===== src/rtl/viterbi_pkg.sv =====
// viterbi_pkg: shared constants, FSM encoding and branch-metric helper for the K=3 rate-1/2 Viterbi ACS stage
package viterbi_pkg;
    localparam int K      = 3;
    localparam int NUM_ST = 4;
    localparam logic [1:0] S00 = 2'b00;
    localparam logic [1:0] S10 = 2'b10;
    localparam logic [1:0] S01 = 2'b01;
    localparam logic [1:0] S11 = 2'b11;
    localparam logic [K-1:0] G1 = 3'b111;
    localparam logic [K-1:0] G0 = 3'b101;
    typedef enum logic [1:0] {ST_IDLE, ST_ACS, ST_SEL, ST_TRBK} acs_st_e;
    // Hamming distance between the received symbol and the encoder output
    // produced by input bit u leaving predecessor state pred = {m1,m0}.
    function automatic logic [1:0] branch_metric(input logic [1:0] code, input logic u, input logic [1:0] pred);
        logic [K-1:0] sr;
        logic [1:0] diff;
        sr   = {u, pred};
        diff = code ^ {^(sr & G1), ^(sr & G0)};
        return {1'b0, diff[1]} + {1'b0, diff[0]};
    endfunction
endpackage


===== src/rtl/viterbi_surv_mem.sv =====
// viterbi_surv_mem: survivor decision store, one 4-bit column per symbol
//   clk      : clock
//   we_i     : write enable
//   waddr_i  : write address (symbol index)
//   wdata_i  : decision column, bit s = decision for target state s
//   raddr_i  : combinational read address
//   rdata_o  : column at raddr_i
module viterbi_surv_mem
    import viterbi_pkg::*;
#(
    parameter int DEPTH = 8,
    parameter int AW    = 3
) (
    input  logic              clk,
    input  logic              we_i,
    input  logic [AW-1:0]     waddr_i,
    input  logic [NUM_ST-1:0] wdata_i,
    input  logic [AW-1:0]     raddr_i,
    output logic [NUM_ST-1:0] rdata_o
);
    logic [NUM_ST-1:0] mem_q [DEPTH];

    always_ff @(posedge clk) begin
        if (we_i) mem_q[waddr_i] <= wdata_i;
    end

    assign rdata_o = mem_q[raddr_i];
endmodule


===== src/rtl/viterbi_acs.sv =====
// viterbi_acs: add-compare-select, survivor storage and end-node selection feeding the traceback stage
//   clk, rst        : clock, synchronous active-high reset
//   i_start         : frame start pulse (IDLE only)
//   i_valid, i_code : received hard-decision symbol {c1,c0}, o_ready handshake
//   i_trbk_done     : traceback finished, returns to IDLE
//   o_en_trbk       : traceback enable, high in TRBK
//   o_slt_node      : best end state chosen in SEL
//   o_prev_st_*     : per-state predecessor decoded from the replayed column
//   o_busy          : high outside IDLE
module viterbi_acs
    import viterbi_pkg::*;
#(
    parameter int FRAME_LEN = 8,
    parameter int PM_W      = 6,
    parameter int PM_INIT   = 15
) (
    input  logic       clk,
    input  logic       rst,
    input  logic       i_start,
    input  logic       i_valid,
    input  logic [1:0] i_code,
    output logic       o_ready,
    input  logic       i_trbk_done,
    output logic       o_en_trbk,
    output logic [1:0] o_slt_node,
    output logic [1:0] o_prev_st_00,
    output logic [1:0] o_prev_st_10,
    output logic [1:0] o_prev_st_01,
    output logic [1:0] o_prev_st_11,
    output logic       o_busy
);
    localparam int AW = (FRAME_LEN > 1) ? $clog2(FRAME_LEN) : 1;
    localparam logic [AW-1:0]   LAST   = AW'(FRAME_LEN - 1);
    localparam logic [PM_W-1:0] PM_MAX = '1;
    localparam logic [PM_W-1:0] PM_I   = PM_W'(PM_INIT);

    acs_st_e           st_q, st_d;
    logic [PM_W-1:0]   pm_q [NUM_ST];
    logic [PM_W-1:0]   pm_d [NUM_ST];
    logic [PM_W-1:0]   acs_pm [NUM_ST];
    logic [AW-1:0]     cnt_q, cnt_d, rptr_q, rptr_d;
    logic [1:0]        slt_q, slt_d, best;
    logic [NUM_ST-1:0] dec, rcol;
    logic              accept;

    assign accept = (st_q == ST_ACS) && i_valid;

    // Target {u,m1} is reached from {m1,0} and {m1,1}; decision = chosen m0,
    // ties go to m0=0 because only a strictly smaller m0=1 candidate wins.
    for (genvar t = 0; t < NUM_ST; t++) begin : g_bfly
        localparam logic [1:0] TGT = 2'(t);
        localparam logic [1:0] P0  = {TGT[0], 1'b0};
        localparam logic [1:0] P1  = {TGT[0], 1'b1};
        logic [PM_W:0]   sum0, sum1;
        logic [PM_W-1:0] c0, c1;
        assign sum0 = {1'b0, pm_q[P0]} + {{(PM_W-1){1'b0}}, branch_metric(i_code, TGT[1], P0)};
        assign sum1 = {1'b0, pm_q[P1]} + {{(PM_W-1){1'b0}}, branch_metric(i_code, TGT[1], P1)};
        assign c0 = sum0[PM_W] ? PM_MAX : sum0[PM_W-1:0];
        assign c1 = sum1[PM_W] ? PM_MAX : sum1[PM_W-1:0];
        assign dec[t]    = c1 < c0;
        assign acs_pm[t] = dec[t] ? c1 : c0;
    end

    // Strict compare keeps the lowest-numbered state on ties.
    always_comb begin
        best = S00;
        for (int s = 1; s < NUM_ST; s++) best = (pm_q[s] < pm_q[best]) ? 2'(s) : best;
    end

    always_comb begin
        st_d   = st_q;
        cnt_d  = cnt_q;
        rptr_d = rptr_q;
        slt_d  = slt_q;
        pm_d   = pm_q;
        case (st_q)
            ST_IDLE: begin
                for (int s = 0; s < NUM_ST; s++) pm_d[s] = (s == 0) ? '0 : PM_I;
                cnt_d = '0;
                st_d  = i_start ? ST_ACS : ST_IDLE;
            end
            ST_ACS: begin
                if (i_valid) begin
                    pm_d  = acs_pm;
                    cnt_d = cnt_q + 1'b1;
                    st_d  = (cnt_q == LAST) ? ST_SEL : ST_ACS;
                end
            end
            ST_SEL: begin
                slt_d  = best;
                rptr_d = LAST;
                st_d   = ST_TRBK;
            end
            ST_TRBK: begin
                rptr_d = (rptr_q == '0) ? '0 : rptr_q - 1'b1;
                st_d   = i_trbk_done ? ST_IDLE : ST_TRBK;
            end
            default: st_d = ST_IDLE;
        endcase
    end

    always_ff @(posedge clk) begin
        if (rst) begin
            st_q   <= ST_IDLE;
            cnt_q  <= '0;
            rptr_q <= '0;
            slt_q  <= S00;
            for (int s = 0; s < NUM_ST; s++) pm_q[s] <= (s == 0) ? '0 : PM_I;
        end else begin
            st_q   <= st_d;
            cnt_q  <= cnt_d;
            rptr_q <= rptr_d;
            slt_q  <= slt_d;
            pm_q   <= pm_d;
        end
    end

    viterbi_surv_mem #(.DEPTH(FRAME_LEN), .AW(AW)) u_mem (
        .clk     (clk),
        .we_i    (accept),
        .waddr_i (cnt_q),
        .wdata_i (dec),
        .raddr_i (rptr_q),
        .rdata_o (rcol)
    );

    assign o_ready    = st_q == ST_ACS;
    assign o_busy     = st_q != ST_IDLE;
    assign o_en_trbk  = st_q == ST_TRBK;
    assign o_slt_node = slt_q;
    // Predecessor of {a,b} is {b, decision}.
    assign o_prev_st_00 = o_en_trbk ? {S00[0], rcol[S00]} : 2'b00;
    assign o_prev_st_10 = o_en_trbk ? {S10[0], rcol[S10]} : 2'b00;
    assign o_prev_st_01 = o_en_trbk ? {S01[0], rcol[S01]} : 2'b00;
    assign o_prev_st_11 = o_en_trbk ? {S11[0], rcol[S11]} : 2'b00;
endmodule


===== config.mk =====
export PLATFORM = sky130hd
export DESIGN_NAME = viterbi_acs
export DESIGN_NICKNAME = d
export VERILOG_FILES = /design/src/rtl/viterbi_pkg.sv /design/src/rtl/viterbi_surv_mem.sv /design/src/rtl/viterbi_acs.sv
export SDC_FILE = /design/constraint.sdc
export NUM_CORES = 1
export LEC_CHECK = 0
export CAP_MARGIN = 20
export CELL_PAD_IN_SITES_DETAIL_PLACEMENT = 0
export CELL_PAD_IN_SITES_GLOBAL_PLACEMENT = 1
export CORE_MARGIN = 4
export CORE_UTILIZATION = 52
export CTS_CLUSTER_DIAMETER = 30
export DETAILED_ROUTE_END_ITERATION = 10
export PLACE_DENSITY = 0.9
export SETUP_SLACK_MARGIN = 0.5
export SLEW_MARGIN = 30
export SYNTH_ARGS = -nofsm -noshare
export SYNTH_HDL_FRONTEND = slang
export SYNTH_HIERARCHICAL = 1
export SYNTH_SLANG_ARGS = --single-unit

===== constraint.sdc =====
create_clock -name clk -period 9.9 [get_ports clk]
set_input_delay 2.97 -clock clk [delete_from_list [all_inputs] [get_ports clk]]
set_output_delay 2.97 -clock clk [all_outputs]
set_load 0.03 [all_outputs]

==> impl_metrics.toml <==
[setup_path]
reg2reg_slack_ns = 5.11
cp-startpoint = "i_code[0]"
worstPathMaxFanout = 13
startpoint_type = "input port"
worstSetupEndpoint = "u_mem/mem_q[6][1]"
crit_required_ns = 9.90
end_kind = "register"
r2r-end = "o_slt_node[0]"
reg2reg_from = "pm_q[20]"
arrival_ns = 6.80
rr_worst_depth = 18
worst-setup-path-type = "input port to register"

[detailed_routing]
drt-initial-drc-count = 248
num_vias = 4044
drtPass1Iterations = 5
wl_per_cell_um = 17.3
drtAntennaViolNets = 0
drc_errors = 0
viasPerCell = 5.96
drt_wl_total_um = 11700

[clocking]
cts_tree = "yes"
clock_latency_ns = 0.34
clockBufferDepth = 2
post-cts-setup-buffers = 0
ctsResizeCount = 0
cts_buffers = 9
clkTransAtPathRegs_ns = 0.08
cts_sinks = 66
hold_buffers = 0
cts-root-buf = "clkbuf_8"
htree_levels = 3

[grt]
grt_pass1_wl_um = 19200
grt_max_degree = 21
grtUsageTotal = 0.212
grt-ovfl-total = 0
antenna_found_initial = 0
grt_pass1_vias = 3859

[floorplanning]
die_h_um = 107
dieArea_um2 = 11500
core_area_um2 = 9680
io-pin-count = 20
fp.dieW_um = 107
start_util = 0.530
rows = 36

[hold_path]
min_path_type = "register to register"
min-delay-start = "cnt_q[2]"

[sta]
setup_violations = 0
min_period_ns = 6.80
hold_viol = 0
fin_setup_tns_ns = 0
fin_skew_ns = 0.0123
slew_violations = 0
worst_hold_slack_ns = 0.511
min_period_over_period = 0.687
rsz0062_at_grt = "no"
fmax_mhz = 147
tightest_slew_ns = 0.941
slew_headroom = 0.372

[synthesis]
yosysSeqAreaShare = 0.320
synth_area_leader_cell = "edfxtp_1"
postSynthCellCount = 542
ys_ff_latch = 66
synth_cell_types = 71
avgSynthCellArea_um2 = 9.47
async_reset_ff_frac = 0
synth.top_cells.by_area = "edfxtp_1 19%, ha_1 13%, dfxtp_1 13%"
synth_edf_count = 32
syn_area_um2 = 5130
ys_warn_count = 6
synth_ff_type = "dfxtp_1"
synth_top_area_share = 0.187

[cells_and_area]
drive_gt1_frac = 0.0991
area_growth_syn_to_layout_pct = 7.19
layout.cells.non_filler = 678
nets = 610
utilization = 0.568
diodes = 0

[pwr]
powerDensity_nw_per_um2 = 207
power_frac_seq = 0.327
netSwitchingFraction = 0.394
intPower_mw = 0.689
pwr-share-comb = 0.456
p_switching_mw = 0.448
peakVddDrop_mv = 0.129
finalPower_mw = 1.14
pwr-share-clk = 0.217
p_leak_nw = 2.16

[placed_design]
placed_cells = 662
routabilityCongestion = 0.903
portBuffers = 17
place_hpwl_um = 9000

[flow_run]
max_cap_violations = 0

[run_status]
status = "completed"
==> worst min path at each step <==
stage          slack, ns  cells past startpoint  endpoint
3_5_place_dp        0.50                      2  cnt_q[2]
2_1_floorplan       0.47                      2  cnt_q[2]
6_report            0.51                      2  cnt_q[2]
3_3_place_gp        0.49                      2  cnt_q[2]
5_1_grt             0.54                      2  cnt_q[2]
4_1_cts             0.51                      2  cnt_q[2]
==> power by group through the flow <==
stage	logic [mW]	clock network, mW	registers [mW]
6_report	0.519	0.247	0.371
5_1_grt	0.587	0.265	0.374
4_1_cts	0.517	0.251	0.371
3_5_place_dp	0.515	0	0.377
3_3_place_gp	0.496	0	0.375
2_1_floorplan	0.446	0	0.356
==> cells in the final DEF (no fill, tap or decap), types with 3 or more instances in the layout <==
cell type,n
nor2b_1,5
o21ai_0,27
a21oi_1,26
clkbuf_8,9
mux2i_1,9
o31ai_1,7
nand3_1,16
o221ai_1,3
or3_1,3
fa_1,8
mux4_1,8
o21a_1,8
ha_1,55
a31oi_1,12
a21o_1,4
nor2_1,56
o22ai_1,6
clkdlybuf4s50_1,17
a221oi_1,3
nand2b_1,9
dfxtp_1,34
mux2_2,21
inv_1,36
nor3_1,19
nand2_1,32
and3_1,11
a221o_1,4
edfxtp_1,32
==> worst max-delay path: stages <==
cell and delay, ns:
clkdlybuf4s50_1 0.51, inv_1 0.07, ha_1 0.34, inv_1 0.12
ha_1 0.20, inv_1 0.09, fa_1 0.44, and3b_2 0.30
a31oi_1 0.14, ha_1 0.33, o211a_1 0.15, o41ai_1 0.06
a21oi_1 0.73, inv_1 0.35
==> per-stage QoR <==
step / setup WS, ns / area (um^2)
2_1_floorplan: 3.97 / 5140
3_3_place_gp: 2.89 / 5290
3_5_place_dp: 2.78 / 5290
4_1_cts: 3.14 / 5500
5_1_grt: 2.81 / 5500
6_report: 3.10 / 5500
==> cell families (layout without fill, tap and decap cells) <==
kind of cell	count (synthesis)	in the layout	synth area share
flip-flops	66	66	0.320
buffers and inverters	70	72	0.0670
AO/OA/AOI/OAI	125	125	0.166
XOR/XNOR	3	3	0.00512
AND/OR/NAND/NOR	176	176	0.172
multiplexers	38	38	0.105
adder cells (fa/ha/maj)	63	63	0.165
other	1	2	0.000730
==> synth_stat cells, drive strengths merged, types with 3 or more instances <==
cell,n
nor2,56
ha,55
inv,37
dfxtp,34
nand2,33
edfxtp,32
o21ai,29
a21oi,26
buf,21
mux2,21
nor3,19
nand3,16
a31oi,13
and3,12
clkbuf,12
mux2i,9
nand2b,9
fa,8
mux4,8
o21a,8
o22ai,8
o31ai,7
nor2b,5
a21o,4
a221o,4
and3b,4
or3,4
a221oi,3
and2,3
o221ai,3
==> flip-flops by register name (all words and copies together), names as in the netlist <==
signal       cells
pm_q            24
cnt_q            3
rptr_q           3
o_slt_node       2
st_q             2
u_mem/mem_q     32
==> metal layers <==
metal | GRT usage | vias to the layer above | share of wire
li1 | - | 1994 | -
met1 | 0.280 | 1900 | 0.44
met2 | 0.347 | 125 | 0.48
met3 | 0.0270 | 25 | 0.049
met4 | 0.0947 | 0 | 0.030
met5 | 0 | - | 0
==> area by class of cell <==
cell class / count / area [um^2]
Multi-Input combinational cell: 407 / 3150
Tap cell: 133 / 166
Inverter: 37 / 139
Clock buffer: 10 / 149
Clock inverter: 6 / 70.1
Timing Repair Buffer: 19 / 185
Sequential cell: 66 / 1640
Fill cell: 839 / 4180
Power figures use the tool's default switching activity.
